## src/rtl/ssd1306_pkg.sv

```systemverilog
// ssd1306_pkg: shared definitions for the SSD1306 SPI receiver.
//   - Opcodes the decoder acts on.
//   - Address-mode and decoder-state enums.
//   - cmd_arg_cnt(): how many argument bytes a command consumes.
package ssd1306_pkg;

    localparam logic [7:0] CMD_SET_MODE    = 8'h20;
    localparam logic [7:0] CMD_COL_ADDR    = 8'h21;
    localparam logic [7:0] CMD_PAGE_ADDR   = 8'h22;
    localparam logic [7:0] CMD_CONTRAST    = 8'h81;
    localparam logic [7:0] CMD_CHARGE_PUMP = 8'h8D;
    localparam logic [7:0] CMD_MUX_RATIO   = 8'hA8;
    localparam logic [7:0] CMD_DISP_OFFSET = 8'hD3;
    localparam logic [7:0] CMD_CLK_DIV     = 8'hD5;
    localparam logic [7:0] CMD_PRECHARGE   = 8'hD9;
    localparam logic [7:0] CMD_COM_PINS    = 8'hDA;
    localparam logic [7:0] CMD_VCOMH       = 8'hDB;

    typedef enum logic [1:0] {
        HORIZ = 2'd0,
        VERT  = 2'd1,
        PAGE  = 2'd2
    } e_addr_mode;

    typedef enum logic [1:0] {
        S_CMD  = 2'd0,
        S_ARG1 = 2'd1,
        S_ARG2 = 2'd2
    } e_dec_state;

    // Number of argument bytes following an opcode (0 = single-byte command).
    function automatic logic [1:0] cmd_arg_cnt(input logic [7:0] op);
        case (op)
            CMD_COL_ADDR, CMD_PAGE_ADDR:                  return 2'd2;
            CMD_SET_MODE, CMD_CONTRAST, CMD_CHARGE_PUMP,
            CMD_MUX_RATIO, CMD_DISP_OFFSET, CMD_CLK_DIV,
            CMD_PRECHARGE, CMD_COM_PINS, CMD_VCOMH:       return 2'd1;
            default:                                      return 2'd0;
        endcase
    endfunction

endpackage

```

## src/rtl/ssd1306_spi_deserializer.sv

```systemverilog
// ssd1306_spi_deserializer: oversampling front end of the SSD1306 SPI link.
//   Synchronises the pins, detects SPI clock rising edges, shifts bytes in
//   MSB first and reports each completed byte.
// Optional feature: define SSD1306_RX_FRAME_CHECK_EN to flag CSN rising mid-byte.
// Ports:
//   i_clk, i_reset        system clock, synchronous active-high reset
//   i_rstn/i_csn/i_dc/i_sclk/i_mosi  raw SPI pins
//   o_rst                 combined reset (i_reset or synchronised rstn low)
//   o_done/o_done_byte/o_done_dc  combinational: byte completes this cycle
//   o_byte/o_byte_is_data/o_byte_stb  registered byte outputs
//   o_frame_err           sticky partial-byte flag
module ssd1306_spi_deserializer #(
    parameter int SYNC_STAGES = 2
) (
    input  logic       i_clk,
    input  logic       i_reset,
    input  logic       i_rstn,
    input  logic       i_csn,
    input  logic       i_dc,
    input  logic       i_sclk,
    input  logic       i_mosi,
    output logic       o_rst,
    output logic       o_done,
    output logic [7:0] o_done_byte,
    output logic       o_done_dc,
    output logic [7:0] o_byte,
    output logic       o_byte_is_data,
    output logic       o_byte_stb,
    output logic       o_frame_err
);

    logic [SYNC_STAGES-1:0] r_rstn_s, r_csn_s, r_dc_s, r_sclk_s, r_mosi_s;
    logic                   r_sclk_prev;
    logic [6:0]             r_shift;
    logic [2:0]             r_bit_cnt;

    logic w_csn, w_rise, w_shift_en;

    // Synchronisers run on i_reset only so the rstn pin itself is observable.
    // rstn syncs reset to 0: the decoder stays in reset until the pin is seen high.
    always_ff @(posedge i_clk) begin
        if (i_reset) begin
            r_rstn_s    <= '0;
            r_csn_s     <= '1;
            r_dc_s      <= '0;
            r_sclk_s    <= '0;
            r_mosi_s    <= '0;
            r_sclk_prev <= 1'b0;
        end else begin
            r_rstn_s    <= {r_rstn_s[SYNC_STAGES-2:0], i_rstn};
            r_csn_s     <= {r_csn_s[SYNC_STAGES-2:0],  i_csn};
            r_dc_s      <= {r_dc_s[SYNC_STAGES-2:0],   i_dc};
            r_sclk_s    <= {r_sclk_s[SYNC_STAGES-2:0], i_sclk};
            r_mosi_s    <= {r_mosi_s[SYNC_STAGES-2:0], i_mosi};
            r_sclk_prev <= r_sclk_s[SYNC_STAGES-1];
        end
    end

    assign o_rst       = i_reset | ~r_rstn_s[SYNC_STAGES-1];
    assign w_csn       = r_csn_s[SYNC_STAGES-1];
    assign w_rise      = r_sclk_s[SYNC_STAGES-1] & ~r_sclk_prev;
    assign w_shift_en  = w_rise & ~w_csn & ~o_rst;
    assign o_done      = w_shift_en & (r_bit_cnt == 3'd7);
    assign o_done_byte = {r_shift, r_mosi_s[SYNC_STAGES-1]};
    assign o_done_dc   = r_dc_s[SYNC_STAGES-1];

    always_ff @(posedge i_clk) begin
        if (o_rst) begin
            r_shift        <= '0;
            r_bit_cnt      <= '0;
            o_byte         <= '0;
            o_byte_is_data <= 1'b0;
            o_byte_stb     <= 1'b0;
        end else begin
            o_byte_stb <= o_done;
            if (o_done) begin
                o_byte         <= o_done_byte;
                o_byte_is_data <= o_done_dc;
            end
            // A deselected link drops any partial byte.
            if (w_csn) begin
                r_bit_cnt <= '0;
            end else if (w_shift_en) begin
                r_shift   <= {r_shift[5:0], r_mosi_s[SYNC_STAGES-1]};
                r_bit_cnt <= r_bit_cnt + 3'd1;
            end
        end
    end

`ifdef SSD1306_RX_FRAME_CHECK_EN
    // Cleared by i_reset only; a display reset must not hide a framing fault.
    always_ff @(posedge i_clk) begin
        if (i_reset) begin
            o_frame_err <= 1'b0;
        end else if (w_csn && (r_bit_cnt != 3'd0)) begin
            o_frame_err <= 1'b1;
        end
    end
`else
    assign o_frame_err = 1'b0;
`endif

endmodule

```

## src/rtl/ssd1306_spi_receiver.sv

```systemverilog
// ssd1306_spi_receiver: SSD1306 4-wire SPI receiver and framebuffer write generator.
//   Deserialises bytes, decodes addressing commands and tracks the column/page
//   pointer, emitting one framebuffer write per data byte.
// Optional feature: SSD1306_RX_FRAME_CHECK_EN enables frame_err_out.
// Ports:
//   clk_in, reset_in                     system clock, synchronous active-high reset
//   oled_rstn_in/csn/dc/clk/mosi_in      SPI pins (mode 0, MSB first)
//   byte_out/byte_is_data_out/byte_stb_out  last received byte and its dc value
//   fb_col_out/fb_page_out/fb_data_out/fb_write_stb_out  framebuffer write
//   frame_err_out                        sticky CSN-mid-byte flag
module ssd1306_spi_receiver
    import ssd1306_pkg::*;
#(
    parameter int COLS        = 128,
    parameter int PAGES       = 8,
    parameter int SYNC_STAGES = 2
) (
    input  logic                     clk_in,
    input  logic                     reset_in,
    input  logic                     oled_rstn_in,
    input  logic                     oled_csn_in,
    input  logic                     oled_dc_in,
    input  logic                     oled_clk_in,
    input  logic                     oled_mosi_in,
    output logic [7:0]               byte_out,
    output logic                     byte_is_data_out,
    output logic                     byte_stb_out,
    output logic [$clog2(COLS)-1:0]  fb_col_out,
    output logic [$clog2(PAGES)-1:0] fb_page_out,
    output logic [7:0]               fb_data_out,
    output logic                     fb_write_stb_out,
    output logic                     frame_err_out
);

    localparam int CW = $clog2(COLS);
    localparam int PW = $clog2(PAGES);

    logic       w_rst, w_done, w_done_dc;
    logic [7:0] w_byte;

    ssd1306_spi_deserializer #(.SYNC_STAGES(SYNC_STAGES)) u_deser (
        .i_clk          (clk_in),
        .i_reset        (reset_in),
        .i_rstn         (oled_rstn_in),
        .i_csn          (oled_csn_in),
        .i_dc           (oled_dc_in),
        .i_sclk         (oled_clk_in),
        .i_mosi         (oled_mosi_in),
        .o_rst          (w_rst),
        .o_done         (w_done),
        .o_done_byte    (w_byte),
        .o_done_dc      (w_done_dc),
        .o_byte         (byte_out),
        .o_byte_is_data (byte_is_data_out),
        .o_byte_stb     (byte_stb_out),
        .o_frame_err    (frame_err_out)
    );

    e_dec_state    r_state, w_state_nxt;
    e_addr_mode    r_mode, w_mode_nxt;
    logic [7:0]    r_cmd, w_cmd_nxt;
    logic [7:0]    r_arg, w_arg_nxt;
    logic [CW-1:0] r_col, r_col_start, r_col_end;
    logic [CW-1:0] w_col_nxt, w_col_start_nxt, w_col_end_nxt;
    logic [PW-1:0] r_page, r_page_start, r_page_end;
    logic [PW-1:0] w_page_nxt, w_page_start_nxt, w_page_end_nxt;
    logic [7:0]    w_col8;
    logic [CW-1:0] w_col_lo, w_col_hi;
    logic [PW-1:0] w_page_lo, w_page_hi;
    logic          w_wr;

    assign w_wr = w_done & w_done_dc;

    always_ff @(posedge clk_in) begin
        if (w_rst) r_state <= S_CMD;
        else       r_state <= w_state_nxt;
    end

    always_comb begin
        w_state_nxt      = r_state;
        w_mode_nxt       = r_mode;
        w_cmd_nxt        = r_cmd;
        w_arg_nxt        = r_arg;
        w_col_nxt        = r_col;
        w_col_start_nxt  = r_col_start;
        w_col_end_nxt    = r_col_end;
        w_page_nxt       = r_page;
        w_page_start_nxt = r_page_start;
        w_page_end_nxt   = r_page_end;
        w_col8           = 8'(r_col);
        // Range arguments are truncated to the pointer width; end < start collapses.
        w_col_lo         = CW'(r_arg);
        w_col_hi         = CW'(w_byte);
        w_page_lo        = PW'(r_arg);
        w_page_hi        = PW'(w_byte);
        if (w_col_hi < w_col_lo)   w_col_hi  = w_col_lo;
        if (w_page_hi < w_page_lo) w_page_hi = w_page_lo;

        if (w_wr) begin
            // Data bytes advance the pointer only; decoder state is untouched.
            case (r_mode)
                HORIZ: begin
                    if (r_col == r_col_end) begin
                        w_col_nxt  = r_col_start;
                        w_page_nxt = (r_page == r_page_end) ? r_page_start : r_page + PW'(1);
                    end else begin
                        w_col_nxt = r_col + CW'(1);
                    end
                end
                VERT: begin
                    if (r_page == r_page_end) begin
                        w_page_nxt = r_page_start;
                        w_col_nxt  = (r_col == r_col_end) ? r_col_start : r_col + CW'(1);
                    end else begin
                        w_page_nxt = r_page + PW'(1);
                    end
                end
                default: begin
                    w_col_nxt = (r_col == CW'(COLS-1)) ? '0 : r_col + CW'(1);
                end
            endcase
        end else if (w_done) begin
            case (r_state)
                S_CMD: begin
                    if (w_byte[7:4] == 4'h0) begin
                        w_col_nxt = CW'({w_col8[7:4], w_byte[3:0]});
                    end else if (w_byte[7:4] == 4'h1) begin
                        w_col_nxt = CW'({w_byte[3:0], w_col8[3:0]});
                    end else if (w_byte[7:3] == 5'b10110) begin
                        w_page_nxt = PW'(w_byte[2:0]);
                    end else if (cmd_arg_cnt(w_byte) != 2'd0) begin
                        w_cmd_nxt   = w_byte;
                        w_state_nxt = S_ARG1;
                    end
                end
                S_ARG1: begin
                    if (cmd_arg_cnt(r_cmd) == 2'd2) begin
                        w_arg_nxt   = w_byte;
                        w_state_nxt = S_ARG2;
                    end else begin
                        // Mode value 3 is reserved and leaves the mode alone.
                        if ((r_cmd == CMD_SET_MODE) && (w_byte[1:0] != 2'd3))
                            w_mode_nxt = e_addr_mode'(w_byte[1:0]);
                        w_state_nxt = S_CMD;
                    end
                end
                S_ARG2: begin
                    if (r_cmd == CMD_COL_ADDR) begin
                        w_col_start_nxt = w_col_lo;
                        w_col_end_nxt   = w_col_hi;
                        w_col_nxt       = w_col_lo;
                    end else begin
                        w_page_start_nxt = w_page_lo;
                        w_page_end_nxt   = w_page_hi;
                        w_page_nxt       = w_page_lo;
                    end
                    w_state_nxt = S_CMD;
                end
                default: w_state_nxt = S_CMD;
            endcase
        end
    end

    always_ff @(posedge clk_in) begin
        if (w_rst) begin
            r_mode           <= PAGE;
            r_cmd            <= '0;
            r_arg            <= '0;
            r_col            <= '0;
            r_col_start      <= '0;
            r_col_end        <= CW'(COLS-1);
            r_page           <= '0;
            r_page_start     <= '0;
            r_page_end       <= PW'(PAGES-1);
            fb_col_out       <= '0;
            fb_page_out      <= '0;
            fb_data_out      <= '0;
            fb_write_stb_out <= 1'b0;
        end else begin
            r_mode           <= w_mode_nxt;
            r_cmd            <= w_cmd_nxt;
            r_arg            <= w_arg_nxt;
            r_col            <= w_col_nxt;
            r_col_start      <= w_col_start_nxt;
            r_col_end        <= w_col_end_nxt;
            r_page           <= w_page_nxt;
            r_page_start     <= w_page_start_nxt;
            r_page_end       <= w_page_end_nxt;
            fb_write_stb_out <= w_wr;
            // Write uses the address before this byte's increment.
            if (w_wr) begin
                fb_col_out  <= r_col;
                fb_page_out <= r_page;
                fb_data_out <= w_byte;
            end
        end
    end

endmodule

```

## config.mk

```make
export PLATFORM = sky130hd
export DESIGN_NAME = ssd1306_spi_receiver
export DESIGN_NICKNAME = d
export VERILOG_FILES = /design/src/rtl/ssd1306_pkg.sv /design/src/rtl/ssd1306_spi_deserializer.sv /design/src/rtl/ssd1306_spi_receiver.sv
export SDC_FILE = /design/constraint.sdc
export NUM_CORES = 1
export LEC_CHECK = 0
export ABC_AREA = 1
export BUFFER_PORTS_ARGS = -buffer_cell sky130_fd_sc_hd__buf_2
export CAP_MARGIN = 25
export CORE_ASPECT_RATIO = 0.8
export CORE_MARGIN = 8
export CORE_UTILIZATION = 54
export DETAILED_ROUTE_END_ITERATION = 16
export HOLD_SLACK_MARGIN = 0.1
export PLACE_DENSITY = 0.76
export SLEW_MARGIN = 20
export SYNTH_ARGS = -nofsm -noshare
export SYNTH_HDL_FRONTEND = slang
export SYNTH_HIERARCHICAL = 1
export SYNTH_SLANG_ARGS = --single-unit
```

## constraint.sdc

```tcl
create_clock -name clk_in -period 1.9 [get_ports clk_in]
set_clock_uncertainty 0.15 [all_clocks]
set_input_delay 0.19 -clock clk_in [delete_from_list [all_inputs] [get_ports clk_in]]
set_output_delay 0.19 -clock clk_in [all_outputs]
set_load 0.005 [all_outputs]
```

# Yosys cells after proc, flatten, opt, wreduce, memory -nomap -nowiden
# Cells that the tools add are included.
[op_classes] n_addsub=3 order_cmp=2 eq_ne=47 muxes=39 bitwise=16 reduce_logical=22
[op_table] op="== test 8 bit, second input constant" n=16
[op_table] op="two-way mux 7 bit" n=9
[op_table] op="== test 8 x 6 -> 1 bit, second input constant" n=6
[op_table] op="two-way mux 2 bit" n=14
[op_table] op="one-hot mux 7 bit (2 select lines)" n=2
[op_table] op="two-way mux 3 bit" n=9
[op_table] op="!= test 3 bit, second input constant" n=9
[op_table] op="OR reduction 9 bit" n=2
[op_table] op="one-hot mux 2 bit (2 select lines)" n=3
[op_table] op="one-hot mux 3 bit (2 select lines)" n=2
[op_table] op="AND reduction 4 bit" n=3
[op_table] op="AND reduction 6 bit" n=2
[op_table] op="!= test 2 bit, second input constant" n=5
[op_table] op="inverter 1 bit" n=10
[op_table] op="AND reduction 5 bit" n=2
[op_table] op="AND reduction 8 bit" n=1
[op_table] op="adder 7 x 1 -> 7 bit, second input constant" n=1
[op_table] op="== test 7 bit" n=1
[op_table] op="== test 7 bit, second input constant" n=1
[op_table] op="less-than comparator 7 bit" n=1
[op_table] op="AND reduction 7 bit" n=1
[op_table] op="adder 3 x 1 -> 3 bit, second input constant" n=2
[op_table] op="OR reduction 2 bit" n=3
[op_table] op="AND 1 bit" n=5
[op_table] op="other kinds (15)" n=19
[word_totals] reg_bits=99 in_bits=7 output_inout_bits=30 word_cells=155

# Logic depth before layout (Yosys ltp)
# Gate-level depths: netlist of the first run.
[depth] ltp_word=15 mapped_depth=15 depth_no_buf=14

# By module
# The synthesis of the first run kept the hierarchy.
[modules_own_cells] module="ssd1306_spi_receiver" instances=1 cells_per_inst=548 area_per_inst_um2=3683.5 seq_area_each_um2=1361.3
[modules_own_cells] module="ssd1306_spi_deserializer" instances=1 cells_per_inst=145 area_per_inst_um2=1142.3 seq_area_each_um2=620.6

# Worst setup path before layout of the first run
# No wires, ideal clock.
[synth_timing] path_type="register to register" startpoint="register u_deser.r_bit_cnt[0]" endpoint="register fb_col_out[4]" setup_time_ns=0.070 t_arrival_ns=1.881 required_time_ns=1.680 setup_slack_ns=-0.201 path_stages_with_launch=12 path_buffers=4 period_less_slack_ns=2.101 path_cell_list="dfxtp_1 -> ha_1 -> ha_1 -> nand3_2 -> buf_2 -> inv_1 -> nand2_1 -> buf_2 -> clkinv_1 -> buf_2 -> buf_2 -> a21oi_1"
[synth_via] elab_chain_len=3
[synth_lines] element="start: declaration" line="ssd1306_spi_deserializer.sv:35" rtl="logic [2:0] r_bit_cnt;"
[synth_lines] element="start signal: assignment" line="ssd1306_spi_deserializer.sv:85" rtl="r_bit_cnt <= r_bit_cnt + 3'd1;"
[synth_lines] element="== test 3 bit" line="ssd1306_spi_deserializer.sv:63" rtl="assign o_done = w_shift_en & (r_bit_cnt == 3'd7);"
[synth_lines] element="AND 1 bit" line="ssd1306_spi_deserializer.sv:63"
[synth_lines] element="named net w_done" line="ssd1306_spi_receiver.sv:38" rtl="logic w_rst, w_done, w_done_dc;"
[synth_lines] element="AND 1 bit" line="ssd1306_spi_receiver.sv:72" rtl="assign w_wr = w_done & w_done_dc;"
[synth_lines] element="end signal: assignment" line="ssd1306_spi_receiver.sv:192" rtl="fb_col_out <= r_col;"
[synth_lines] element="end: declaration" line="ssd1306_spi_receiver.sv:28" rtl="output logic [$clog2(COLS)-1:0] fb_col_out,"
# The timed path passes the listed nets, and every way through them passes these cells.
# A chain may end at the register's enable or synchronous reset.

# Worst setup path after layout of the first run
[layout_timing] startpoint="register u_deser.r_bit_cnt[1]" endpoint="register r_col[2]"
[layout_via] elab_chain_len=5 word_cells_on_any_way=10 classes_between="4 x eq/ne; 1 x mux; 2 x bitwise; 3 x reduce/logical"
[layout_lines] element="== test 3 bit *" line="ssd1306_spi_deserializer.sv:63"
[layout_lines] element="AND 1 bit *" line="ssd1306_spi_deserializer.sv:63"
[layout_lines] element="named net w_done" line="ssd1306_spi_receiver.sv:38"
[layout_lines] element="AND 1 bit" line="ssd1306_spi_receiver.sv:72"
[layout_lines] element="!= test 3 bit (no line) (tied with other cells)"
[layout_lines] element="AND reduction 5 bit (no line)"
[layout_lines] element="end signal: assignment" line="ssd1306_spi_receiver.sv:183" rtl="r_col <= w_col_nxt;"
[layout_lines] element="end: declaration" line="ssd1306_spi_receiver.sv:63" rtl="logic [CW-1:0] r_col, r_col_start, r_col_end;"
# The timed path passes the listed nets; every way through them passes the cells marked *.

==> results of run 1 <==
worst max-delay path: cells and delay by family (launching register included):
kind	cells	cell delay (ps)
buffers and inverters	3	270
DFF	1	360
adders and majority gates	2	270
and+or+nand+nor	6	730
AOI/OAI and AO/OA	1	70
per-stage QoR:
stage / power (mW) / cells / cell area, um^2 / hold slack (ps) / utilization, %
floorplan: 2.18 / 693 / 4870 / 144 / -
global placement: 2.20 / 861 / 5400 / 224 / 60.8
detailed placement: 2.20 / 861 / 5400 / 234 / 60.8
CTS: 3.84 / 889 / 5810 / 209 / 65.4
global route: 3.94 / 903 / 6140 / 260 / 69.1
finish: 3.82 / 903 / 6140 / 233 / 69.1
timing repair:
action / CTS / global route
hold buffers: 11 / 0
setup endpoints to repair: 27 / 65
hold endpoints to repair: 11 / 0
setup buffers: 0 / 12
resized for setup: 11 / 53
pin swaps: 2 / 17
cloned: 1 / 2
logic make-up after synthesis:
| group | Yosys count | synth area share (%) |
|---|---|---|
| other | 1 | 0.0777 |
| AND/OR/NAND/NOR | 323 | 30.1 |
| flip-flops | 99 | 41.1 |
| XOR/XNOR | 8 | 1.45 |
| buffers and inverters | 120 | 10.3 |
| AO/OA/AOI/OAI | 132 | 14.3 |
| adder cells (fa/ha/maj) | 10 | 2.59 |
worst paths after layout:
path / slack, ps / end
min reg2reg: 260 / u_deser/r_rstn_s[1]$_SDFF_PP0_
min: 230 / u_deser/r_shift[4]$_SDFFE_PP0P_
max: -30 / r_col[2]$_SDFFE_PP0P_
max reg2reg: -30 / r_col[2]$_SDFFE_PP0P_
metal layers:
layer | GRT usage, % | vias up | wire length, um
li1 | - | 2393 | -
met1 | 28.2 | 2186 | 5710
met3 | 4.93 | 19 | 1290
met4 | 7.47 | 0 | 194
met5 | 0 | - | 0
met2 | 34.5 | 208 | 6040
area by class of cell:
class                      instances  share of cell area, %
multi-input combinational        476                   42.2
clock inverter                     6                   1.83
sequential                        99                   32.4
inverter                          95                   5.97
tap                              115                   2.34
clock buffer                      10                   2.24
timing repair buffer             102                   12.9
placed cells by master (no fill, tap or decap), drive strengths merged, types with 2 or more instances in the layout:
cell type      n
nor2          90
o21ai         50
dlygate4sd3   11
o211ai         5
nand2        153
buf           91
clkbuf        10
clkinv         6
ha            10
inv           91
dfxtp         99
a21oi         74
or2            2
xnor2          5
nand3         67
nand4          3
bufinv         3
nor3           2
nand3b         7
xor2           3
power by group:
part	total, mW	switching [mW]	internal (mW)	leakage, nW
Sequential	2.09	0.00879	2.08	0.803
Combinational	0.0825	0.0446	0.0380	1.94
Clock	1.64	0.732	0.912	0.126
==> run summary, run 1 <==
largest net degree at the start of global routing = 41
# diodes = 0
vias in the first global route = 4,267
Synth warnings = 6
Place WS = -83.0 ps
most frequent cells after synthesis = nand2_1 (144), dfxtp_1 (99), inv_1 (85)
Post-Syn Instances = 693
Die X = 122 um
Hold Startpoint = reset_in
TritonCTS clock tree = yes
Synth Register Bits = 99
initial antenna violation count = 0
MaxCap Viol Count = 0
reg2reg start = u_deser/r_bit_cnt[1]$_SDFFE_PP0P_
hold path depth = 7
critical path's slowest cell = dfxtp_2
TritonRoute pass-1 iters = 5
DR vias/cell = 5.32
WP data arrival = 2070 ps
R2R cell count = 12
post-route worst setup slack = -32.8 ps
Final Hold Vio Count = 0
die area = 0.0122 mm^2
first-pass GRT wire length = 20,900 um
gr ovfl total = 0
number of routed nets with antenna violations = 0
register area = 0.00199 mm^2
top-count cell post-synth = nand2_1
die height = 101 um
drt total wl = 13,200 um
slowest stage delay, CP = 360 ps
Starting Density = 54.3%
Yosys top cell by area = dfxtp_1
EDFF count, synth = 0
asr flop ratio synth = 0%
post-synthesis sequential area ratio = 41.1%
share of cells above drive strength 1 = 24.6%
area added between synthesis and finish = 27.2%
fin crit period = 1930 ps
failing checks = setup timing
PortBufs = 35
Root Driver = clkbuf_8
CP Launch Point = u_deser/r_bit_cnt[1]$_SDFFE_PP0P_
Lkg Pwr = 2.87 nW
crit-path cells = ha_4 -> ha_4 -> nand3_4 -> inv_4 -> nand2_4 -> buf_6 -> nor3_4 -> nand2_2 -> nand3_4 -> a21oi_2 -> nand2_1 -> inv_1
clock sink count = 99
CP required = 2040 ps
Max Slew Vio Count = 0
fill count = 722
ys flop type = dfxtp_1
Final Setup Violations = 4
critical path launch point type = flop
DR vias = 4,806
GRT Total Usage = 21.7%
Worst IR Drop VDD = 471 uV
DRC Markers = 0
RSZ-0062 raised after global routing = true
placed wire-length estimate = 9240 um
Regs by FF count = fb_data_out (8), r_cmd (8), u_deser/o_byte (8)
Syn Std Cell Area = 0.00483 mm^2
total CTS buffers = 9
Mean Syn Cell Area = 6.96 um^2
max frequency = 517 MHz
average wire per standard cell = 14.7 um
syn_nets = 710
run status = finished with violations
Hold Crit Class = in -> reg
Multi-input gate area = 0.00259 mm^2
Max clock buf depth = 2
critical path peak fanout = 8
clock-pin slew on the worst setup and hold paths = 90 ps
Nets = 800
unique cell type count in the Yosys netlist = 36
Synth area leaders = dfxtp_1 (41%), nand2_1 (11%), a21oi_1 (7.4%)
Worst Path Class, Setup = reg -> reg
Tcrit/Tclk final = 102%
Crit. End Element = flop
Yosys top cell area share = 41.1%
Clk Latency, worst-skew pair = 380 ps
FP Rows = 31
H-Tree Level Count = 3
core area = 0.00888 mm^2
io pins = 37
1st-iter DRT viols = 376
RePlAce Congestion = 0.938
final setup TNS = -109 ps
Power Dens Cells = 622 mW/mm^2
(Power assumes the default switching activity.)
==> inputs of run 2 (changes only) <==
--- a/config.mk
+++ b/config.mk
@@ -7,13 +7,15 @@
 export LEC_CHECK = 0
 export ABC_AREA = 1
 export BUFFER_PORTS_ARGS = -buffer_cell sky130_fd_sc_hd__buf_2
-export CAP_MARGIN = 25
+export CAP_MARGIN = 20
+export CELL_PAD_IN_SITES_DETAIL_PLACEMENT = 2
+export CELL_PAD_IN_SITES_GLOBAL_PLACEMENT = 2
 export CORE_ASPECT_RATIO = 0.8
 export CORE_MARGIN = 8
-export CORE_UTILIZATION = 54
+export CORE_UTILIZATION = 31
 export DETAILED_ROUTE_END_ITERATION = 16
 export HOLD_SLACK_MARGIN = 0.1
-export PLACE_DENSITY = 0.76
+export PLACE_DENSITY_LB_ADDON = 0.1
 export SLEW_MARGIN = 20
 export SYNTH_ARGS = -nofsm -noshare
 export SYNTH_HDL_FRONTEND = slang
==> run 2 against run 1 <==
Net effect: the run still ends with setup timing left; combinational power is 9.9% higher; first-iteration DRC count decreased by 39%; clock power grew 18%; critical endpoint is now r_cmd[6]$_SDFFE_PP0P_.
==> run summary, run 2 (same netlist as run 1, synthesis figures left out) <==
run status = finished with violations
failing checks = setup timing
TritonCTS clock tree = yes
Final Hold Vio Count = 0
share of cells above drive strength 1 = 29.8%
PortBufs = 35
# diodes = 0
Starting Density = 31.9%
most frequent cells in the layout = nand2_1 (133), dfxtp_1 (90), inv_1 (77)
Die X = 155 um
placed wire-length estimate = 13,900 um
Power Dens Cells = 620 mW/mm^2
WP data arrival = 2050 ps
H-Tree Level Count = 3
Lkg Pwr = 2.98 nW
slowest stage delay, CP = 340 ps
CP required = 2000 ps
commonest non-fill, non-tap cell in the layout = nand2_1
area added between synthesis and finish = 37.9%
clock sink count = 99
Final Setup Violations = 13
switching share of power = 22.7%
max frequency = 513 MHz
critical path launch point type = flop
Regs by FF count = fb_data_out (8), r_cmd (8), u_deser/o_byte (8)
DRC Markers = 0
fin crit period = 1950 ps
GRT met2 Usage = 33.9%
Max Slew Vio Count = 0
critical path's slowest cell = dfxtp_2
design area = 0.00666 mm^2
io pins = 37
average wire per standard cell = 19.6 um
Sequential Power Share = 50.7%
combinational power share = 2.2%
1st-iter DRT viols = 230
clock-pin slew on the worst setup and hold paths = 70 ps
largest net degree at the start of global routing = 51
RSZ-0062 raised after global routing = true
GRT Total Usage = 19.7%
die area = 0.0198 mm^2
placed inst area = 0.00566 mm^2
P_sw = 0.938 mW
total CTS buffers = 9
post-route worst setup slack = -47.9 ps
core area = 0.0151 mm^2
TritonRoute pass-1 iters = 6
critical path peak fanout = 8
gr ovfl total = 0
most used routing layer = met2
RePlAce Congestion = 0.893
GRT met3 Usage = 3.57%
CP bufs+invs = 3
fill count = 1,776
initial antenna violation count = 0
Worst Path Class, Setup = reg -> reg
global routing met1 resource utilization = 25.0%
Place WS = -323 ps
Worst IR Drop VDD = 426 uV
Root Driver = clkbuf_16
vias in the first global route = 5,464
P_int = 3.19 mW
DR vias = 5,126
Crit. End Element = flop
Hold Crit Class = reg -> reg
Max clock buf depth = 2
DR vias/cell = 5.03
Tcrit/Tclk final = 103%
crit-path cells = ha_4 -> ha_4 -> nand3_4 -> inv_6 -> nand2_8 -> nand2_4 -> inv_6 -> nand2_4 -> nor2_4 -> buf_12 -> nand3_2 -> nand2_2 -> nor2_1
number of routed nets with antenna violations = 0
die height = 128 um
MaxCap Viol Count = 0
Nets = 821
drt total wl = 20,000 um
Clk Latency, worst-skew pair = 360 ps
Top delay family on crit path = simple AND/OR/NAND/NOR gates
Clock power frac = 47.1%
FP Rows = 40
first-pass GRT wire length = 30,300 um
## run 2: cell count changes in the layout (fill, tap and decap cells not counted), sizes merged
cell    change
inv         +4
buf        +20
clkinv      -3
bufinv      -2
clkbuf      +2
## run 2: worst min-delay path: cells and delay by family (launching register included)
family | cells | cell delay (ps)
AND/OR/NAND/NOR | 1 | 30
buffers and inverters | 1 | 40
flip-flops | 1 | 300
## run 2: cell type report
class	count	area, um^2	area share [%]
clock buffers	11	243	3.65
clock inverters	5	60.1	0.902
inverters	95	382	5.73
multi-input cells	476	2750	41.4
flip-flops and latches	99	2000	30.0
well taps	210	263	3.95
repair buffers	123	957	14.4
## run 2: path summary, 6_finish.rpt
| check | cells after the start | startpoint | to | slack [ps] |
|---|---|---|---|---|
| worst max-delay path | 13 | u_deser/r_bit_cnt[1]$_SDFFE_PP0P_ | r_cmd[6]$_SDFFE_PP0P_ | -50 |
| worst min-delay path | 2 | u_deser/r_sclk_s[0]$_SDFF_PP0_ | u_deser/r_sclk_s[1]$_SDFF_PP0_ | 250 |
| worst max register to register | 13 | u_deser/r_bit_cnt[1]$_SDFFE_PP0P_ | r_cmd[6]$_SDFFE_PP0P_ | -50 |
| worst min register to register | 2 | u_deser/r_sclk_s[0]$_SDFF_PP0_ | u_deser/r_sclk_s[1]$_SDFF_PP0_ | 250 |
## run 2: metal layers
layer  wire (um)  up-vias
met5           0        -
met4         332        0
met3         949       23
met2        9700       83
met1        9010     2580
li1            -     2440
## run 2: repair_timing
action                                  CTS  global route
endpoints found under the setup margin   66            70
hold buffers                             11             0
resized for setup                        56            72
setup buffers                             7             6
pin swaps                                 6            24
gates cloned                              1             4
hold endpoints to repair                 11             0
## run 2: power by group through the flow
| stage | combinational, mW | sequential [mW] | clock [mW] |
|---|---|---|---|
| floorplan | 0.0421 | 2.14 | 0 |
| global placement | 0.0656 | 2.14 | 0 |
| detailed placement | 0.0682 | 2.14 | 0 |
| CTS | 0.0866 | 2.09 | 1.98 |
| global route | 0.100 | 2.09 | 2.07 |
| finish | 0.0907 | 2.09 | 1.94 |
## run 2: per-stage QoR
step                TNS (ps)  instances  utilization, %  hold WS [ps]  power, mW
global route           -2910       1019            44.0           272       4.26
finish                  -251       1019            44.0           252       4.13
floorplan                  0        693               -           144       2.18
global placement       -3460        975            37.4           226       2.20
detailed placement     -6020        975            37.4           228       2.21
CTS                    -3.45       1010            41.8           259       4.16
